==> config.mk <==
export PLATFORM = sky130hd
export DESIGN_NAME = if_prefetch_flat
export DESIGN_NICKNAME = d
export VERILOG_FILES = /design/src/rtl/if_prefetch_if.sv /design/src/rtl/if_prefetch.sv /design/src/flat_wrapper.sv
export SDC_FILE = /design/constraint.sdc
export NUM_CORES = 1
export LEC_CHECK = 0
export BUFFER_PORTS_ARGS = -buffer_cell sky130_fd_sc_hd__buf_4
export CAP_MARGIN = 20
export CORE_MARGIN = 2
export CORE_UTILIZATION = 50
export DETAILED_ROUTE_END_ITERATION = 6
export PLACE_DENSITY = 0.75
export SETUP_SLACK_MARGIN = 0.02
export SYNTH_ARGS = -nofsm -noshare
export SYNTH_HDL_FRONTEND = slang
export SYNTH_SLANG_ARGS = --single-unit
==> constraint.sdc <==
create_clock -name clk -period 4.25 [get_ports clk]
set_input_delay 0.425 -clock clk [delete_from_list [all_inputs] [get_ports clk]]
set_output_delay 0.425 -clock clk [all_outputs]
set_load 0.01 [all_outputs]
==> src/rtl/if_prefetch_if.sv <==
// Instruction bus between the fetch front end and memory.
// Handshake is req&gnt; in-order responses arrive on rvalid.
interface if_prefetch_if #(
  parameter int XLEN = 32
) ();
  logic            req;
  logic [XLEN-1:0] addr;
  logic            gnt;
  logic            rvalid;
  logic [31:0]     rdata;

  modport master (
    output req,
    output addr,
    input  gnt,
    input  rvalid,
    input  rdata
  );

  modport slave (
    input  req,
    input  addr,
    output gnt,
    output rvalid,
    output rdata
  );
endinterface

==> src/rtl/if_prefetch.sv <==
// Instruction fetch front end: credit-limited pipelined fetch into a
// PC-tagged FIFO, with jump flush and discard of stale responses.
module if_prefetch #(
  parameter int              XLEN       = 32,
  parameter logic [XLEN-1:0] RESET_PC   = '0,
  parameter int              FIFO_DEPTH = 4
) (
  input  logic                          clk,
  input  logic                          rst,
  input  logic                          jump_en_i,
  input  logic [XLEN-1:0]               jump_addr_i,
  input  logic                          hold_flag_i,
  if_prefetch_if.master                 ibus,
  output logic                          inst_valid_o,
  output logic [31:0]                   inst_o,
  output logic [XLEN-1:0]               inst_addr_o,
  output logic [$clog2(FIFO_DEPTH):0]   fifo_count_o
);

  localparam int AW = $clog2(FIFO_DEPTH);
  localparam int CW = AW + 1;
  localparam logic [CW:0]   DEPTH_S = (CW+1)'(FIFO_DEPTH);
  localparam logic [CW-1:0] DEPTH_C = CW'(FIFO_DEPTH);
  localparam logic [31:0]   NOP     = 32'h0000_0013;

  logic [XLEN-1:0] fetch_pc;
  logic [XLEN-1:0] resp_pc;
  logic [CW-1:0]   count;
  logic [CW-1:0]   outstanding;
  logic [CW-1:0]   discard;
  logic [AW-1:0]   rd_ptr;
  logic [AW-1:0]   wr_ptr;
  logic [31:0]     mem_ins [FIFO_DEPTH];
  logic [XLEN-1:0] mem_pc  [FIFO_DEPTH];

  logic [CW:0]     credit_used;
  logic [XLEN-1:0] target;
  logic            hs;
  logic            rv_ok;
  logic            drop;
  logic            push;
  logic            pop;
  logic            unused_lo;

  assign target    = {jump_addr_i[XLEN-1:2], 2'b00};
  assign unused_lo = ^jump_addr_i[1:0];

  // Buffered words plus in-flight requests may never exceed the FIFO size.
  assign credit_used = {1'b0, count} + {1'b0, outstanding};
  assign ibus.req    = !rst && !jump_en_i && (credit_used < DEPTH_S);
  assign ibus.addr   = fetch_pc;

  assign hs    = ibus.req && ibus.gnt;
  assign rv_ok = ibus.rvalid && (outstanding != '0);
  assign drop  = discard != '0;
  assign push  = rv_ok && !drop && !jump_en_i;
  assign pop   = (count != '0) && !hold_flag_i && !jump_en_i;

  always_ff @(posedge clk or posedge rst) begin
    if (rst) begin
      fetch_pc <= RESET_PC;
      resp_pc  <= RESET_PC;
    end else if (jump_en_i) begin
      fetch_pc <= target;
      resp_pc  <= target;
    end else begin
      if (hs)   fetch_pc <= fetch_pc + XLEN'(4);
      if (push) resp_pc  <= resp_pc + XLEN'(4);
    end
  end

  always_ff @(posedge clk or posedge rst) begin
    if (rst) begin
      outstanding <= '0;
    end else begin
      case ({hs, rv_ok})
        2'b10:   outstanding <= outstanding + CW'(1);
        2'b01:   outstanding <= outstanding - CW'(1);
        default: outstanding <= outstanding;
      endcase
    end
  end

  // A jump turns every request still in flight into a discard.
  always_ff @(posedge clk or posedge rst) begin
    if (rst) begin
      discard <= '0;
    end else if (jump_en_i) begin
      discard <= outstanding - CW'(rv_ok);
    end else if (rv_ok && drop) begin
      discard <= discard - CW'(1);
    end
  end

  always_ff @(posedge clk or posedge rst) begin
    if (rst) begin
      rd_ptr <= '0;
      wr_ptr <= '0;
      count  <= '0;
    end else if (jump_en_i) begin
      rd_ptr <= '0;
      wr_ptr <= '0;
      count  <= '0;
    end else begin
      if (push) wr_ptr <= wr_ptr + AW'(1);
      if (pop)  rd_ptr <= rd_ptr + AW'(1);
      case ({push, pop})
        2'b10:   count <= count + CW'(1);
        2'b01:   count <= count - CW'(1);
        default: count <= count;
      endcase
    end
  end

  always_ff @(posedge clk) begin
    if (push) begin
      mem_ins[wr_ptr] <= ibus.rdata;
      mem_pc[wr_ptr]  <= resp_pc;
    end
  end

  assign inst_valid_o = count != '0;
  assign inst_o       = inst_valid_o ? mem_ins[rd_ptr] : NOP;
  assign inst_addr_o  = inst_valid_o ? mem_pc[rd_ptr] : '0;
  assign fifo_count_o = count;

  a_no_full_push : assert property (
    @(posedge clk) disable iff (rst) !(push && count == DEPTH_C));

  a_no_orphan_rvalid : assert property (
    @(posedge clk) disable iff (rst) !(ibus.rvalid && outstanding == '0));

endmodule
==> src/flat_wrapper.sv <==
// flat-port wrapper written by rule: the top's interface ports become plain ports
module if_prefetch_flat 
#(
  parameter int              XLEN       = 32,
  parameter logic [XLEN-1:0] RESET_PC   = '0,
  parameter int              FIFO_DEPTH = 4
)
  (clk, rst, jump_en_i, jump_addr_i, hold_flag_i, inst_valid_o, inst_o, inst_addr_o, fifo_count_o, ibus_req, ibus_addr, ibus_gnt, ibus_rvalid, ibus_rdata);
  if_prefetch_if #(.XLEN(XLEN)) ibus_i ();
  input  logic clk;
  input  logic rst;
  input  logic jump_en_i;
  input  logic [XLEN-1:0] jump_addr_i;
  input  logic hold_flag_i;
  output logic inst_valid_o;
  output logic [31:0] inst_o;
  output logic [XLEN-1:0] inst_addr_o;
  output logic [$clog2(FIFO_DEPTH):0] fifo_count_o;
  output wire logic [$bits(ibus_i.req)-1:0] ibus_req;
  output wire logic [$bits(ibus_i.addr)-1:0] ibus_addr;
  input wire logic [$bits(ibus_i.gnt)-1:0] ibus_gnt;
  input wire logic [$bits(ibus_i.rvalid)-1:0] ibus_rvalid;
  input wire logic [$bits(ibus_i.rdata)-1:0] ibus_rdata;
  assign ibus_req = ibus_i.req;
  assign ibus_addr = ibus_i.addr;
  assign ibus_i.gnt = ibus_gnt;
  assign ibus_i.rvalid = ibus_rvalid;
  assign ibus_i.rdata = ibus_rdata;
  if_prefetch #(.XLEN(XLEN), .RESET_PC(RESET_PC), .FIFO_DEPTH(FIFO_DEPTH)) u_core (.clk(clk), .rst(rst), .jump_en_i(jump_en_i), .jump_addr_i(jump_addr_i), .hold_flag_i(hold_flag_i), .ibus(ibus_i), .inst_valid_o(inst_valid_o), .inst_o(inst_o), .inst_addr_o(inst_addr_o), .fifo_count_o(fifo_count_o));
endmodule
== Word level (Yosys, flattened, before mapping) ==
Memories as Yosys holds them, arrays and structs flattened.
Index checks and enable logic that the tools add are counted.
Storage, ports and cells
  RAM bits: 256
  memories: 2
  word-level logic and storage cells: 64
  bits of input ports: 70
  register bits after elaboration: 77
  latch bits: 0
  memory bits (read-only): 0
  output and inout port bits: 101
Cells by class
  reduce and logical (&&, ||, !) cells: 22
  equal/unequal tests: 4
  bitwise logic cells: 0
  magnitude comparators: 1
  add/sub/neg operators: 11
  shift-type cells: 0
  multiplexer cells: 17
  $mul: 0
  div/mod/pow operators: 0
Memories
  u_core.mem_ins: words 4, bits a word 32, rd ports 1, clocked after Yosys merged registers in 0, write ports 1, line if_prefetch.sv:33  | logic [31:0] mem_ins [FIFO_DEPTH];
  u_core.mem_pc: words 4, bits a word 32, rd ports 1, clocked after Yosys merged registers in 0, write ports 1, line if_prefetch.sv:34  | logic [XLEN-1:0] mem_pc [FIFO_DEPTH];
Operator list (count)
  32-bit two-way mux: 6
  32-bit by 3-bit adder with 32-bit output (second input constant): 2
  3-bit one-hot mux with 2 select lines: 2
  3-bit nonzero test: 4
  2-bit nonzero test: 5
  1-bit logical AND: 9
  3-bit two-way mux: 3
  3-bit by 1-bit subtractor with 3-bit output (second input constant): 3
  2-bit two-way mux: 4
  3-bit by 1-bit adder with 3-bit output (second input constant): 2
  2-bit by 1-bit adder with 2-bit output (second input constant): 2
  3-bit by 3-bit adder with 4-bit output: 1
  2-bit by 1-bit == test with 1-bit output (second input constant): 2
  2-bit == test (second input constant): 2
  1-bit zero test: 4
  4-bit by 3-bit less-than comparator with 1-bit output (second input constant): 1
  3-bit by 1-bit subtractor with 3-bit output: 1
  1-bit two-way mux: 2

== Longest topological paths before layout ==
Gate-level depths: netlist (run 1).
  depth after elaboration: 7
  gate-level depth with buffers: 11
  depth with buffers taken out: 10

== Least setup slack after synthesis (run 1) ==
OpenSTA, ideal clock, no wires.
  kind: register to register
  from: reg u_core.discard[0]
  to: mem u_core.mem_ins[0][0] (enable)
  setup time: 427 ps
  buffers on the path: 1
  setup slack: 1011 ps
  period minus slack after synthesis: 3239 ps
  data required time: 3823 ps
  stages on the path, launching flop included: 8
  arrival time: 2812 ps
  path through: dfrtp_1 > inv_1 > ha_1 > nand3b_1 > or2_1 > buf_4 > nor2_1 > and2_1
Between the ends
  longest elaborated chain between the ends: 6
Ends and longest elaborated chain
  start: declaration: line if_prefetch.sv:30  | logic [CW-1:0] discard;
  start signal: assignment: line if_prefetch.sv:89  | discard <= outstanding - CW'(rv_ok);
  start signal: assignment: line if_prefetch.sv:91  | discard <= discard - CW'(1);
  3-bit nonzero test: line if_prefetch.sv:55  | assign drop = discard != '0;
  1-bit zero test: line if_prefetch.sv:56  | assign push = rv_ok && !drop && !jump_en_i;
  1-bit logical AND (2 in a row): line if_prefetch.sv:56
  1-bit two-way mux: line if_prefetch.sv:116  | if (push) begin
  1-bit two-way mux (not written as such): line if_prefetch.sv:117  | mem_ins[wr_ptr] <= ibus.rdata;
  end: declaration: line if_prefetch.sv:33
Every way passes these cells.

== Worst setup path after layout (run 1) ==
  from: reg u_core.rd_ptr[0]
  to: out inst_o[0]
Between the ends
  longest elaborated chain between the ends: 2
Ends and longest elaborated chain
  start: declaration: line if_prefetch.sv:31  | logic [AW-1:0] rd_ptr;
  start signal: assignment: line if_prefetch.sv:106  | if (pop) rd_ptr <= rd_ptr + AW'(1);
  memory read 4 x 32 bit
  32-bit two-way mux: line if_prefetch.sv:123  | assign inst_o = inst_valid_o ? mem_ins[rd_ptr] : NOP;
  end: declaration: line flat_wrapper.sv:16  | output logic [31:0] inst_o;
Every way passes these cells.

==> results of run 1 <==
==> registers in the layout (all words and copies together) (netlist names) <==
name                 flops
u_core.mem_ins         128
u_core.mem_pc          120
u_core.ibus.addr        30
u_core.resp_pc          30
u_core.discard           3
u_core.fifo_count_o      3
u_core.outstanding       3
u_core.rd_ptr            2
u_core.wr_ptr            2
==> Yosys cell counts (all sizes together) (15+ instances only) <==
master | instances | share of area, %
edfxtp | 248 | 54
inv | 21 | 0.58
nand3 | 37 | 1.4
dfrtp | 73 | 13
nor2 | 31 | 0.90
nand4 | 31 | 1.8
buf | 21 | 0.90
o21ai | 46 | 1.7
and2 | 68 | 3.1
mux4 | 62 | 10
xor2 | 30 | 1.9
nand2 | 55 | 1.5
clkbuf | 20 | 0.55
o211ai | 15 | 0.82
==> placed cells by master, fill, tap and decap left out, types with 4 or more instances in the layout <==
| cell type | synthesis | layout |
|---|---|---|
| nor2_1 | 30 | 30 |
| clkbuf_1 | 20 | 4 |
| mux2i_1 | 4 | 4 |
| bufinv_16 | 0 | 4 |
| clkbuf_16 | 0 | 31 |
| ha_1 | 13 | 13 |
| buf_4 | 6 | 170 |
| nor4_1 | 5 | 5 |
| nand3_1 | 35 | 35 |
| mux4_2 | 62 | 62 |
| conb_1 | 1 | 4 |
| and2_2 | 0 | 4 |
| xor2_1 | 30 | 30 |
| a21oi_1 | 11 | 11 |
| clkinvlp_4 | 0 | 4 |
| o211ai_1 | 15 | 15 |
| dfrtp_1 | 73 | 71 |
| xnor2_1 | 13 | 13 |
| o21ai_1 | 14 | 14 |
| nor3_1 | 4 | 4 |
| edfxtp_1 | 248 | 248 |
| o311ai_0 | 7 | 7 |
| nand2_1 | 55 | 55 |
| inv_1 | 20 | 19 |
| buf_12 | 0 | 5 |
| nand4_1 | 26 | 26 |
| and3_1 | 8 | 8 |
| o21ai_0 | 32 | 32 |
| clkinv_2 | 0 | 8 |
| and2_1 | 66 | 62 |
==> metal layers <==
| metal | vias up | routed length [um] | global-route usage [%] | share of wire (%) |
|---|---|---|---|---|
| met2 | 341 | 13400 | 32.1 | 48 |
| met4 | 0 | 554 | 4.68 | 2.0 |
| met5 | - | 0 | 0 | 0 |
| met1 | 4044 | 12200 | 28.3 | 43 |
| li1 | 3627 | - | - | - |
| met3 | 44 | 2010 | 3.22 | 7.1 |
==> per-stage QoR <==
| stage | hold slack, ns | utilization, % | worst slack [ns] | cell area (sq um) |
|---|---|---|---|---|
| after floorplan | 0.489 | - | 1.01 | 13700 |
| after global placement | 0.535 | 56.8 | 1.45 | 15300 |
| after detailed placement | 0.538 | 56.8 | 1.40 | 15300 |
| after CTS | 0.0308 | 60.7 | 0.949 | 16400 |
| after global routing | 0.0332 | 60.7 | 0.858 | 16400 |
| final | 0.0521 | 60.7 | 1.06 | 16400 |
==> kinds of logic (layout without fill, tap and decap cells) <==
| kind of cell | count (synthesis) | after routing | share of synthesized area, % |
|---|---|---|---|
| AO/OA/AOI/OAI | 88 | 88 | 3.97 |
| XOR/XNOR | 43 | 43 | 2.75 |
| adder cells (fa/ha/maj) | 15 | 15 | 1.48 |
| buffers and inverters | 62 | 254 | 2.03 |
| flip-flops | 321 | 321 | 67.8 |
| multiplexers | 68 | 68 | 10.7 |
| other | 1 | 4 | 0.0274 |
| AND/OR/NAND/NOR | 262 | 262 | 11.3 |
==> report_power, final <==
| group | leakage, nW | internal, mW | total [mW] | switching, mW |
|---|---|---|---|---|
| logic | 2.26 | 1.10 | 2.11 | 1.01 |
| registers | 3.13 | 3.59 | 3.89 | 0.298 |
| clock network | 0.508 | 1.61 | 2.78 | 1.16 |
==> area by class of cell <==
| cell class | instances | share of cell area (%) |
|---|---|---|
| Clock buffer | 36 | 4.92 |
| Sequential cell | 321 | 56.7 |
| Clock inverter | 22 | 1.49 |
| Timing Repair Buffer | 175 | 8.41 |
| Multi-Input combinational cell | 480 | 25.4 |
| Tap cell | 341 | 2.61 |
| Inverter | 21 | 0.482 |
==> final timing paths <==
| check | cells after the start | end | start |
|---|---|---|---|
| min | 2 | u_core.ibus.addr[3] | rst |
| max reg2reg | 7 | u_core.mem_ins[2][16] | u_core.discard[0] |
| max | 4 | inst_o[0] | u_core.rd_ptr[0] |
| min in group clk | 1 | u_core.mem_ins[0][25] | ibus_rdata[25] |
| max in group asynchronous | 3 | u_core.ibus.addr[23] | rst |
| min reg2reg | 2 | u_core.discard[1] | u_core.discard[1] |
==> results by group, run 1 <==
Clock network
  – Clk root buf: clkbuf_16
  – Worst-path clk slew: 0.06 ns
  – CTS Buffer Depth: 3
  – PostCTS Resize Cnt: 0
  – Number of H-tree levels: 1
  – TritonCTS clock tree: built
  – Cts hold-fix bufs: 0
  – Num CTS Buffers: 31
  – Clk sinks: 321
  – Setup Buffers After CTS: 0
  – Worst-skew pair later-pin latency: 0.57 ns

Power and ir drop
  – Pwr/cell area: 536 nW/um^2
  – Static Leak: 5.90 nW
  – Total Power: 8.77 mW
  – Maximum vdd drop: 361 uV

Global route
  – Pin count of the biggest net entering global routing: 68
  – GRT Util Overall: 19.7%
  – First-pass GRT wire length: 44300 um
  – Vias in the first global route: 8152
  – Initial antenna violation count: 0
  – Gr ovfl total: 0

Final layout
  – # diodes: 0
  – Share of cells above drive strength 1: 30.5%
  – Fillers: 1987
  – Syn-to-layout area delta: 19.5%
  – Non-Filler Instances: 1396
  – Final net count: 1115
  – Multi-input logic area: 4150 sq um
  – Register area: 9280 sq um

Yosys
  – Ys Warns: 0
  – Syn avg cell area: 15.9 sq um
  – Predominant post-synthesis flop cell: edfxtp_1
  – Mapped Cells: 860
  – Ys async rst share: 22.7%
  – FF+latch count, synth: 321
  – Mapped Area: 13700 sq um
  – Cell variety after synth: 54
  – Register area share after synthesis: 67.8%
  – EDFF count, synth: 248

Die
  – Die ar.: 28700 sq um
  – Die H: 169 um
  – Area of the core: 27000 sq um
  – I/O pins: 171
  – Chip width: 169 um
  – Row Count: 60
  – Initial Util: 50.8%

STA
  – Max Freq: 0.313 GHz
  – Final hold violation count: 0
  – Setup TNS: 0 ns
  – Worst-case clock skew: 0.00748 ns
  – Min Tclk post-route: 3.19 ns
  – Period utilisation layout: 75.2%
  – Setup Viol. Count Final: 0
  – RSZ-0062 raised after global routing: false
  – Worst-margin pin slew: 0.879 ns
  – Slew HR: 41.4%
  – Final-report max-slew violation count: 0

Drt
  – First drt pass iteration count: 5
  – Via/cell ratio: 5.77
  – Post-route ant nets: 0
  – Initial drt markers: 651
  – # DRC: 0
  – Post-Route WL: 28200 um
  – Avg WL per Cell: 20.2 um
  – Vias: 8056

Worst setup path
  – CP startpoint kind: flip-flop
  – WS Path Type: flip-flop to output port
  – R2R setup slack: 1.44 ns
  – CP Cell Sequence: buf_12 -> mux4_2 -> or2_2 -> buf_4
  – Slowest CP cell: dfrtp_4
  – Critical path arrival: 2.77 ns
  – CP Capture Type: output port
  – WP buf/inv: 2
  – CP max stage delay: 0.86 ns
  – Crit-path leading delay family: flip-flops
  – Max FO, Critical Path: 34
  – Req. time, crit path: 3.83 ns

Placement
  – Placed cells: 1338
  – RD Place Congestion: 0.875
  – Post-detail-place hpwl: 17900 um
  – IO Port Bufs: 164

Job
  – Max Cap Violations: 0

Min path
  – Hold Path Class: primary input to async pin

Outcome
  – Status: finished, final reports clean
(Power assumes the default switching activity.)
==> run 2: changes to the inputs <==
--- a/config.mk
+++ b/config.mk
@@ -10,7 +10,7 @@
 export CORE_MARGIN = 2
 export CORE_UTILIZATION = 50
 export DETAILED_ROUTE_END_ITERATION = 6
-export PLACE_DENSITY = 0.75
+export PLACE_DENSITY = 0.78
 export SETUP_SLACK_MARGIN = 0.02
 export SYNTH_ARGS = -nofsm -noshare
 export SYNTH_HDL_FRONTEND = slang
==> constraint.sdc (replaced) <==
create_clock -name clk -period 2.7 [get_ports clk]
set_input_delay 0.27 -clock clk [delete_from_list [all_inputs] [get_ports clk]]
set_output_delay 0.27 -clock clk [all_outputs]
set_load 0.01 [all_outputs]
==> results by group, run 2 (synthesis results as in run 1) <==
Outcome
  – Status: finished, final reports clean (unchanged)

Clock network
  – Worst-path clk slew: 0.07 ns (was 0.06 ns)
  – Worst-skew pair later-pin latency: 0.50 ns (was 0.57 ns)
  – Clk root buf: clkbuf_16 (unchanged)
  – Num CTS Buffers: 34 (was 31)
  – Number of H-tree levels: 2 (was 1)
  – Setup Buffers After CTS: 0 (unchanged)
  – TritonCTS clock tree: built (unchanged)
  – CTS Buffer Depth: 3 (unchanged)
  – Clk sinks: 321 (unchanged)

Final layout
  – Share of cells above drive strength 1: 29.8% (was 30.5%)
  – Syn-to-layout area delta: 23.4% (was 19.5%)
  – Commonest non-fill, non-tap cell in the layout: edfxtp_1 (unchanged)
  – Largest Register: u_core.mem_ins (unchanged)
  – Regs by FF count: u_core.mem_ins: 128 flops, u_core.mem_pc: 120 flops (unchanged)
  – Max FFs per register: 128 (unchanged)
  – Final core occ: 62.7% (was 60.7%)
  – Final net count: 1162 (was 1115)
  – Non-Filler Instances: 1442 (was 1396)
  – # diodes: 0 (unchanged)
  – Commonest non-fill, non-tap cells in the layout: edfxtp_1 (248), buf_4 (175), dfrtp_1 (71) (was edfxtp_1 (248), buf_4 (170), dfrtp_1 (71))

Power and ir drop
  – Total Power: 14.1 mW (was 8.77 mW)
  – Sequential power share: 42.6% (was 44.3%)
  – Proportion of power drawn by the clock network: 32.5% (was 31.6%)
  – Pwr/cell area: 836 nW/um^2 (was 536 nW/um^2)
  – P_int: 10.3 mW (was 6.30 mW)
  – Logic pwr share: 24.9% (was 24.0%)
  – Static Leak: 6.14 nW (was 5.90 nW)
  – Psw: 3.87 mW (was 2.47 mW)
  – Sw frac: 27.4% (was 28.1%)
  – Maximum vdd drop: 515 uV (was 361 uV)

Min path
  – Hold Path Class: primary input to flip-flop (was primary input to async pin)

STA
  – Final hold violation count: 0 (unchanged)
  – Setup TNS: 0 ns (unchanged)
  – RSZ-0062 raised after global routing: false (unchanged)
  – Setup Viol. Count Final: 0 (unchanged)
  – Min Tclk post-route: 2.48 ns
  – Worst-case clock skew: 0.0118 ns (was 0.00748 ns)
  – Period utilisation layout: 91.7%
  – Final-report max-slew violation count: 0 (unchanged)
  – Worst-margin pin slew: 0.653 ns (was 0.879 ns)
  – Slew HR: 56.4% (was 41.4%)
  – Max Freq: 0.404 GHz

Die
  – Die H: 169 um (unchanged)
  – Die ar.: 28700 sq um (unchanged)
  – Row Count: 60 (unchanged)
  – Area of the core: 27000 sq um (unchanged)
  – Chip width: 169 um (unchanged)
  – Initial Util: 50.8% (unchanged)
  – I/O pins: 171 (unchanged)

Global route
  – GRT Util Overall: 20.1% (was 19.7%)
  – First-pass GRT wire length: 44900 um (was 44300 um)
  – Gr ovfl total: 0 (unchanged)
  – Vias in the first global route: 8320 (was 8152)
  – Initial antenna violation count: 0 (unchanged)
  – Pin count of the biggest net entering global routing: 64 (was 68)

Drt
  – Initial drt markers: 711 (was 651)
  – Avg WL per Cell: 19.6 um (was 20.2 um)
  – Post-route ant nets: 0 (unchanged)
  – Vias: 8136 (was 8056)
  – First drt pass iteration count: 5 (unchanged)
  – # DRC: 0 (unchanged)
  – Post-Route WL: 28300 um (was 28200 um)
  – Via/cell ratio: 5.64 (was 5.77)

Placement
  – Post-detail-place hpwl: 17600 um (was 17900 um)
  – IO Port Bufs: 164 (unchanged)
  – RD Place Congestion: 0.870 (was 0.875)
  – Placed cells: 1348 (was 1338)

Worst setup path
  – CP Capture Type: output port (unchanged)
  – Max FO, Critical Path: 16 (was 34)
  – WS Path Type: flip-flop to output port (unchanged)
  – Req. time, crit path: 2.43 ns (was 3.83 ns)
  – Critical path arrival: 2.21 ns (was 2.77 ns)
  – CP startpoint kind: flip-flop (unchanged)

Job
  – Max Cap Violations: 0 (unchanged)
[run 2: power groups by stage]
stage                     registers [mW]  clock network, mW  logic [mW]
final                               6.01               4.59        3.52
after global routing                6.06               4.87        3.86
after CTS                           6.01               4.68        3.59
after detailed placement            6.10                  0        3.54
after global placement              6.08                  0        3.49
after floorplan                     6.02                  0        2.11
[run 2: per-stage QoR]
step | setup slack (ns) | instance area, sq um | hold WS (ns)
after floorplan | 0.138 | 13700 | 0.369
after CTS | 0.0951 | 16900 | 0.00709
after global routing | 0.0964 | 16900 | 0.0243
final | 0.223 | 16900 | 0.0266
after global placement | 0.445 | 15400 | 0.383
after detailed placement | 0.388 | 15400 | 0.389
[run 2: final timing paths]
| kind | end | cells past startpoint | slack (ns) | from |
|---|---|---|---|---|
| setup / recovery | inst_o[4] | 4 | 0.22 | u_core.rd_ptr[0] |
| hold / removal | u_core.ibus.addr[22] | 3 | 0.03 | jump_addr_i[22] |
| setup reg to reg | u_core.mem_ins[3][6] | 7 | 0.39 | u_core.discard[0] |
| hold reg to reg | u_core.discard[1] | 2 | 0.55 | u_core.discard[1] |
| max in group asynchronous | u_core.resp_pc[13] | 4 | 1.67 | rst |
| min in group asynchronous | u_core.ibus.addr[3] | 3 | 0.41 | rst |
[run 2: what timing repair did]
action                     CTS  global route
resized for setup            0             1
hold endpoints to repair   154             0
setup endpoints to repair    0             1
hold buffers                34             0
[run 2: critical path, cell delays in order, from the launching register on]
cell and delay (ns):
dfrtp_4 0.46, buf_6 0.26, mux4_2 0.53, or2_2 0.30, buf_4 0.15
[run 2: final cells by class]
cell class	instances	area (sq um)
well taps	341	427
multi-input cells	480	4150
repair buffers	219	1850
flip-flops and latches	321	9280
fillers	1920	10100
clock inverters	15	149
clock buffers	45	965
inverters	21	78.8
[run 2: layer usage]
metal	share of wire, %	global-route usage [%]
met1	44	28.6
met3	6.4	3.03
met4	1.8	4.79
met5	0	0
met2	48	33.1
